<file path="config.mk">
export PLATFORM = sky130hd
export DESIGN_NAME = puf_response_shifter
export DESIGN_NICKNAME = d
export VERILOG_FILES = /design/src/rtl/puf_response_shifter.sv
export SDC_FILE = /design/constraint.sdc
export NUM_CORES = 1
export LEC_CHECK = 0
export CORE_MARGIN = 2
export CORE_UTILIZATION = 55
export DETAILED_ROUTE_END_ITERATION = 16
export DONT_BUFFER_PORTS = 1
export GPL_TIMING_DRIVEN = 0
export PLACE_DENSITY = 0.7
export SETUP_SLACK_MARGIN = 0.3
export SYNTH_ARGS = -nofsm -noshare
export SYNTH_HDL_FRONTEND = slang
export SYNTH_SLANG_ARGS = --single-unit
export TNS_END_PERCENT = 5
</file>
<file path="constraint.sdc">
create_clock -name clk -period 3.3 [get_ports clk]
set_input_delay 0.33 -clock clk [delete_from_list [all_inputs] [get_ports clk]]
set_output_delay 0.33 -clock clk [all_outputs]
set_load 0.01 [all_outputs]
</file>
<file path="src/rtl/puf_response_shifter.sv">
// Serial-to-parallel collector for RO-PUF response bits with selectable bit order and valid/ready output.
// Optional double buffering (hold register + PENDING state) is enabled by defining PUF_SHIFT_DUAL_BUF_EN.
module puf_response_shifter #(
  parameter  int unsigned WIDTH = 8,
  localparam int unsigned CNT_W = $clog2(WIDTH + 1)
) (
  input  logic             clk,
  input  logic             rst,
  input  logic             in_bit,
  input  logic             in_valid,
  output logic             in_ready,
  input  logic             msb_first,
  input  logic             flush,
  output logic [WIDTH-1:0] out_word,
  output logic             out_valid,
  input  logic             out_ready,
  output logic [CNT_W-1:0] bit_count
);

`ifdef PUF_SHIFT_DUAL_BUF_EN
  typedef enum logic [1:0] {COLLECT, PRESENT, PENDING} state_t;
`else
  typedef enum logic {COLLECT, PRESENT} state_t;
`endif

  state_t             r_state;
  state_t             w_state_nxt;
  logic [WIDTH-1:0]   r_sreg;
  logic [CNT_W-1:0]   r_bit_count;
  logic               r_order;
  logic [WIDTH-1:0]   r_out_word;
  logic [WIDTH-1:0]   w_out_word_nxt;
  logic               w_accept;
  logic               w_complete;
  logic               w_take;
  logic               w_order;
  logic [WIDTH-1:0]   w_shift;
`ifdef PUF_SHIFT_DUAL_BUF_EN
  logic [WIDTH-1:0]   r_hold;
  logic [WIDTH-1:0]   w_hold_nxt;
`endif

`ifdef PUF_SHIFT_DUAL_BUF_EN
  assign in_ready = (r_state != PENDING);
`else
  assign in_ready = (r_state == COLLECT);
`endif
  assign out_valid = (r_state != COLLECT);
  assign out_word  = r_out_word;
  assign bit_count = r_bit_count;

  assign w_accept   = in_valid && in_ready && !flush;
  assign w_complete = w_accept && (r_bit_count == CNT_W'(WIDTH - 1));
  assign w_take     = out_valid && out_ready;
  // The first bit of a word uses msb_first live; later bits use the latched order.
  assign w_order    = (r_bit_count == '0) ? msb_first : r_order;
  assign w_shift    = w_order ? {r_sreg[WIDTH-2:0], in_bit} : {in_bit, r_sreg[WIDTH-1:1]};

  always_comb begin
    w_state_nxt    = r_state;
    w_out_word_nxt = r_out_word;
`ifdef PUF_SHIFT_DUAL_BUF_EN
    w_hold_nxt     = r_hold;
`endif
    case (r_state)
      COLLECT: begin
        if (w_complete) begin
          w_out_word_nxt = w_shift;
          w_state_nxt    = PRESENT;
        end
      end
      PRESENT: begin
        if (w_complete && w_take) begin
          w_out_word_nxt = w_shift;
`ifdef PUF_SHIFT_DUAL_BUF_EN
        end else if (w_complete) begin
          w_hold_nxt  = w_shift;
          w_state_nxt = PENDING;
`endif
        end else if (w_take) begin
          w_state_nxt = COLLECT;
        end
      end
`ifdef PUF_SHIFT_DUAL_BUF_EN
      PENDING: begin
        if (w_take) begin
          w_out_word_nxt = r_hold;
          w_state_nxt    = PRESENT;
        end
      end
`endif
      default: w_state_nxt = COLLECT;
    endcase
  end

  always_ff @(posedge clk) begin
    if (rst) begin
      r_state    <= COLLECT;
      r_out_word <= '0;
`ifdef PUF_SHIFT_DUAL_BUF_EN
      r_hold     <= '0;
`endif
    end else begin
      r_state    <= w_state_nxt;
      r_out_word <= w_out_word_nxt;
`ifdef PUF_SHIFT_DUAL_BUF_EN
      r_hold     <= w_hold_nxt;
`endif
    end
  end

  always_ff @(posedge clk) begin
    if (rst) begin
      r_sreg      <= '0;
      r_bit_count <= '0;
      r_order     <= 1'b0;
    end else if (flush) begin
      r_sreg      <= '0;
      r_bit_count <= '0;
    end else if (w_accept) begin
      if (r_bit_count == '0) begin
        r_order <= msb_first;
      end
      if (w_complete) begin
        r_sreg      <= '0;
        r_bit_count <= '0;
      end else begin
        r_sreg      <= w_shift;
        r_bit_count <= r_bit_count + CNT_W'(1);
      end
    end
  end

endmodule

</file>
==> results_dict.tcl, run 1 <==
set metrics [dict create \
    worst_slew_pin_slew_ns 0.6621 \
    drcViolationCount 0 \
    fill_cells 181 \
    rsz0062_at_grt "false" \
    crit_required_ns 3.48 \
    avgSynthCellArea_um2 9.920 \
    gr-total-overflow 0 \
    hold_slack_ns 0.1944 \
    ys_top_cells_by_area "dfxtp_1, mux2i_1, mux2_2" \
    maxCapViolCount 0 \
    synth_seq_cells 22 \
    start_util 0.5722 \
    arrival_ns 1.94 \
    grt_max_degree 14 \
    fin_util 0.6166 \
    finalMaxSlewViolations 0 \
    start_kind "flip-flop" \
    cts_buffer_depth 2 \
    period_share 0.5329 \
    grt_pass1_wl_um 3615 \
    status "completed" \
    netlist.area_leader.share 0.3964 \
    die-area_um2 2396 \
    fmax_mhz 568.7 \
    core_um2 1942 \
    die_x_um 48.95 \
    ir_drop_mv 0.3175 \
    synth_top_area_cell "dfxtp_1" \
    dpl.cell_count 139 \
    ys_warn_count 0 \
    p_leak_nw 0.4107 \
    first_iter_violations 9 \
    finalCriticalPeriod_ns 1.759 \
    cts_resized 0 \
    worstSetupPathType "flip-flop to flip-flop" \
    slew_headroom 0.5570 \
    wire_per_inst_um 14.85 \
    post-cts-setup-buffers 0 \
    path_max_fanout 9 \
    vias_per_cell 5.874 \
    cts_made_buffers 3 \
    regArea_um2 440.4 \
    hold_viol_final 0 \
    first_global_vias 805 \
    cts-root-buf "clkbuf_4" \
    place_area_um2 1145 \
    area_growth_pct 7.770 \
    fin_setup_tns_ns 0 \
    ant_nets 0 \
    wl_um 2123 \
    yosysSeqAreaShare 0.3964 \
    drt_pass1_iterations 5 \
    setup_viol 0 \
    io_buffer_count 0 \
    cp-end-kind "flip-flop" \
    finClkSkew_ns 0.01201 \
    place_congestion 0.6984 \
    cts_hold_buf 0 \
    synth.distinct_cells 28 \
    grt.total_usage 0.1920 \
    clock_latency_ns 0.32 \
    fp-row-count 16 \
    n_antenna_cell 0 \
    cts_sinks 22 \
    min_path_type "input pin to flip-flop" \
    via_count 840 \
    cts_max_level 1 \
    tritoncts "done" \
    final_area_um2 1197 \
    chipHeight_um 48.95 \
    postSynthCellCount 112 \
    p_per_area_nw_per_um2 424.0 \
    synth_area_um2 1111 \
    fin_cells 143 \
    io_pins 21 \
    finalNetCount 126 \
    multiInputGateArea_um2 620.6 \
    clk_pin_slew_worst_paths_ns 0.13 \
    syn_nets 121 \
    dpl.hpwl_um 1565 \
    drive_gt1_frac 0.1466 \
    antenna_found_initial 0 \
]
cell type report:
class | instances | area share
multi-input cells | 80 | 0.5183
flip-flops and latches | 22 | 0.3678
plain buffers | 6 | 0.02926
well taps | 27 | 0.02821
clock inverters | 1 | 0.02508
clock buffers | 3 | 0.01881
inverters | 4 | 0.01254
critical path, cell delays in order (launching register included):
cell and delay (ns):
dfxtp_1 0.47, ha_1 0.21, nand3b_1 0.22, nor2_1 0.58
o22ai_1 0.15
per-layer routing:
layer | global-route usage | part of all wire | up-vias
met3 | 0.03374 | 0.030 | 5
met4 | 0.07143 | 0.016 | 0
li1 | - | - | 423
met5 | 0 | 0 | -
met2 | 0.3014 | 0.45 | 12
met1 | 0.2647 | 0.50 | 400
cells in the final DEF, fill, tap and decap left out, types with 3 or more instances in the layout:
cell type,n
o2bb2ai_1,7
buf_2,4
mux2i_1,18
clkbuf_4,3
o22ai_1,7
dfxtp_1,22
nand2b_1,8
nand2_1,3
mux2_2,6
inv_1,4
a21oi_1,5
nand3_1,4
or3_1,3
cells by family (layout without fill, tap and decap cells):
family / count (synthesis) / after routing / share of synthesized area
compound gates: 26 / 26 / 0.1667
fa+ha+maj: 2 / 2 / 0.02252
buf+inv: 10 / 14 / 0.04504
flops: 22 / 22 / 0.3964
mux: 24 / 24 / 0.2230
simple gates: 28 / 28 / 0.1464
where the power goes:
| group | total, mW | switching (mW) | internal, mW |
|---|---|---|---|
| clock | 0.208 | 0.0852 | 0.123 |
| sequential | 0.268 | 0.00120 | 0.267 |
| combinational | 0.0314 | 0.0169 | 0.0146 |
| total | 0.508 | 0.103 | 0.404 |
through the flow:
step	total power, mW	setup WS, ns
3_3_place_gp	0.3051	1.574
5_1_grt	0.5212	1.414
3_5_place_dp	0.3056	1.588
2_1_floorplan	0.3001	1.718
4_1_cts	0.5094	1.546
6_report	0.5076	1.541
cell usage after synthesis:
library cell / number
nor2_1: 2
dfxtp_1: 22
mux2_2: 6
nor3b_1: 2
or2_2: 1
a211oi_1: 1
o22ai_1: 7
buf_2: 4
nand2b_1: 8
nand2_1: 3
nor2b_1: 1
a22o_1: 2
mux2i_1: 18
nand3_1: 4
a21bo_2: 1
clkbuf_1: 1
or3_1: 3
ha_1: 2
o2bb2ai_1: 7
buf_6: 1
nand3b_1: 1
a2bb2o_1: 1
and3_1: 1
o21ai_0: 2
nor3_1: 1
a21oi_1: 5
or3b_1: 1
inv_1: 4
path summary, 6_finish.rpt:
check / from / end / slack, ns / cells past startpoint
min: rst / out_word[0] / 0.19 / 2
max reg2reg: bit_count[0] / out_word[7] / 1.54 / 4
max: bit_count[0] / out_word[7] / 1.54 / 4
min reg2reg: r_sreg[7] / r_sreg[7] / 0.52 / 1
flip-flops by register name (all words and copies together) (netlist names):
signal and flops:
out_word 8, out_valid 1, bit_count 4, r_sreg 8
r_order 1
(Power assumes the default switching activity.)
==> inputs of run 2 (changes only) <==
==> constraint.sdc (replaced) <==
create_clock -name clk -period 1.7 [get_ports clk]
set_input_delay 0.17 -clock clk [delete_from_list [all_inputs] [get_ports clk]]
set_output_delay 0.17 -clock clk [all_outputs]
set_load 0.01 [all_outputs]
==> run 2 against run 1 <==
Compared with the run above: worst setup slack worse by 1.4 ns; clock-buffer cell count up 1; critical path depth up 1; utilization up 5.9 points; first-iteration DRC count up 67%; highest routed layer unchanged.
==> results_dict.tcl, run 2 (synthesis results as in run 1) <==
set metrics [dict create \
    area_growth_pct 18.13 \
    cts_buffer_depth 2 \
    core_um2 1942 \
    start_kind "flip-flop" \
    first_global_vias 851 \
    cts_made_buffers 3 \
    cts_hold_buf 0 \
    status "completed" \
    maxCapViolCount 0 \
    vias_per_cell 5.913 \
    comb_power_share 0.079 \
    arrival_ns 1.85 \
    antenna_found_initial 0 \
    min_path_type "input pin to flip-flop" \
    finalMaxSlewViolations 0 \
    fmax_mhz 624.3 \
    finalCriticalPeriod_ns 1.602 \
    grt_max_degree 14 \
    die-area_um2 2396 \
    dpl.hpwl_um 1634 \
    cts_sinks 22 \
    period_share 0.9422 \
    final_area_um2 1313 \
    tritoncts "done" \
    start_util 0.5722 \
    seqPwrFrac 0.553 \
    chipHeight_um 48.95 \
    worstSetupPathDepth 5 \
    setup_viol 0 \
    pwr-share-clk 0.368 \
    path_cells "or3b_1 -> buf_6 -> or3_4 -> buf_6 -> o22ai_2" \
    clk_pin_slew_worst_paths_ns 0.13 \
    p_per_area_nw_per_um2 714.2 \
    cp_slowest_cell "dfxtp_4" \
    cp_common_cell "buf_6" \
    drt_pass1_iterations 4 \
    ir_drop_mv 0.5849 \
    fill_cells 166 \
    worstSetupPathType "flip-flop to flip-flop" \
    fp-row-count 16 \
    path_max_fanout 6 \
    cts_max_level 1 \
    p_sw_frac 0.2180 \
    first_iter_violations 15 \
    critPathBufInv 2 \
    clock_latency_ns 0.32 \
    io_buffer_count 0 \
    io_pins 21 \
    power_switching_mw 0.2044 \
    wire_per_inst_um 16.15 \
    wl_um 2406 \
    rsz0062_at_grt "true" \
    gr-total-overflow 0 \
    finalNetCount 132 \
    drive_gt1_frac 0.2869 \
    fin_setup_tns_ns 0 \
    grt.total_usage 0.2016 \
    drcViolationCount 0 \
    cts-root-buf "clkbuf_4" \
    die_x_um 48.95 \
    hold_viol_final 0 \
    grt_pass1_wl_um 3698 \
    cp-end-kind "flip-flop" \
    via_count 881 \
    worst_slew_pin_slew_ns 0.6455 \
    n_antenna_cell 0 \
    cpPeakStageDelay_ns 0.39 \
    intPower_mw 0.7330 \
    layout_common_cells "dfxtp_1, mux2i_1, nand2b_1, o2bb2ai_1, buf_4" \
    finClkSkew_ns 0.008868 \
    crit_required_ns 1.95 \
    finalPower_mw 0.9374 \
    place_area_um2 1159 \
    place_congestion 0.8226 \
    fin_util 0.6759 \
    timing.critical_path.max_delay_family "simple AND/OR/NAND/NOR gates" \
    rr_worst_depth 5 \
    ant_nets 0 \
    slew_headroom 0.5697 \
    final_common_cell "dfxtp_1" \
    whs_path_depth 2 \
    p_leak_nw 0.4651 \
]
run 2: power by group through the flow:
stage / sequential [mW] / clock [mW] / combinational [mW]
6_report: 0.518 / 0.345 / 0.0744
5_1_grt: 0.519 / 0.374 / 0.0798
4_1_cts: 0.518 / 0.350 / 0.0711
3_5_place_dp: 0.531 / 0 / 0.0620
3_3_place_gp: 0.531 / 0 / 0.0609
2_1_floorplan: 0.531 / 0 / 0.0518
run 2: worst paths after layout:
check | from | to | slack, ns
worst max-delay path | out_valid | out_word[6] | 0.1
worst min register to register | r_sreg[7] | r_sreg[7] | 0.51
worst max register to register | out_valid | out_word[6] | 0.1
worst min-delay path | rst | out_word[0] | 0.04
run 2: layer usage:
layer  share of wire  track usage
met5               0            0
met3           0.057      0.05828
met1            0.44       0.2480
met2            0.49       0.3356
met4           0.011      0.07143
run 2: cell type report:
| type | instances | area (µm²) | share of cell area |
|---|---|---|---|
| Inverter | 4 | 15.01 | 0.01144 |
| Buffer | 6 | 47.55 | 0.03622 |
| Tap cell | 27 | 33.78 | 0.02574 |
| Clock buffer | 4 | 47.55 | 0.03622 |
| Multi-Input combinational cell | 80 | 674.4 | 0.5138 |
| Sequential cell | 22 | 449.2 | 0.3422 |
| Timing Repair Buffer | 6 | 45.04 | 0.03432 |
run 2: worst reg2reg max path, stage by stage (launching register included):
cell,delay [ns]
dfxtp_4,0.39
or3b_1,0.36
buf_6,0.14
or3_4,0.36
buf_6,0.14
o22ai_2,0.16
run 2: metrics by stage:
stage                     hold WS [ns]  setup WS [ns]  std cells
after floorplan                 0.3572         0.1998        112
after global placement          0.3634         0.1077        139
after detailed placement        0.3941        0.07835        139
after CTS                      0.03886         0.1024        147
after global routing           0.04523        0.05180        149
final                          0.04150        0.09822        149
run 2: repair_timing:
| action | in CTS | in global routing |
|---|---|---|
| gates resized for setup | 8 | 7 |
| buffers inserted | 4 | 2 |
| setup endpoints to repair | 18 | 20 |
| gates cloned | 0 | 0 |
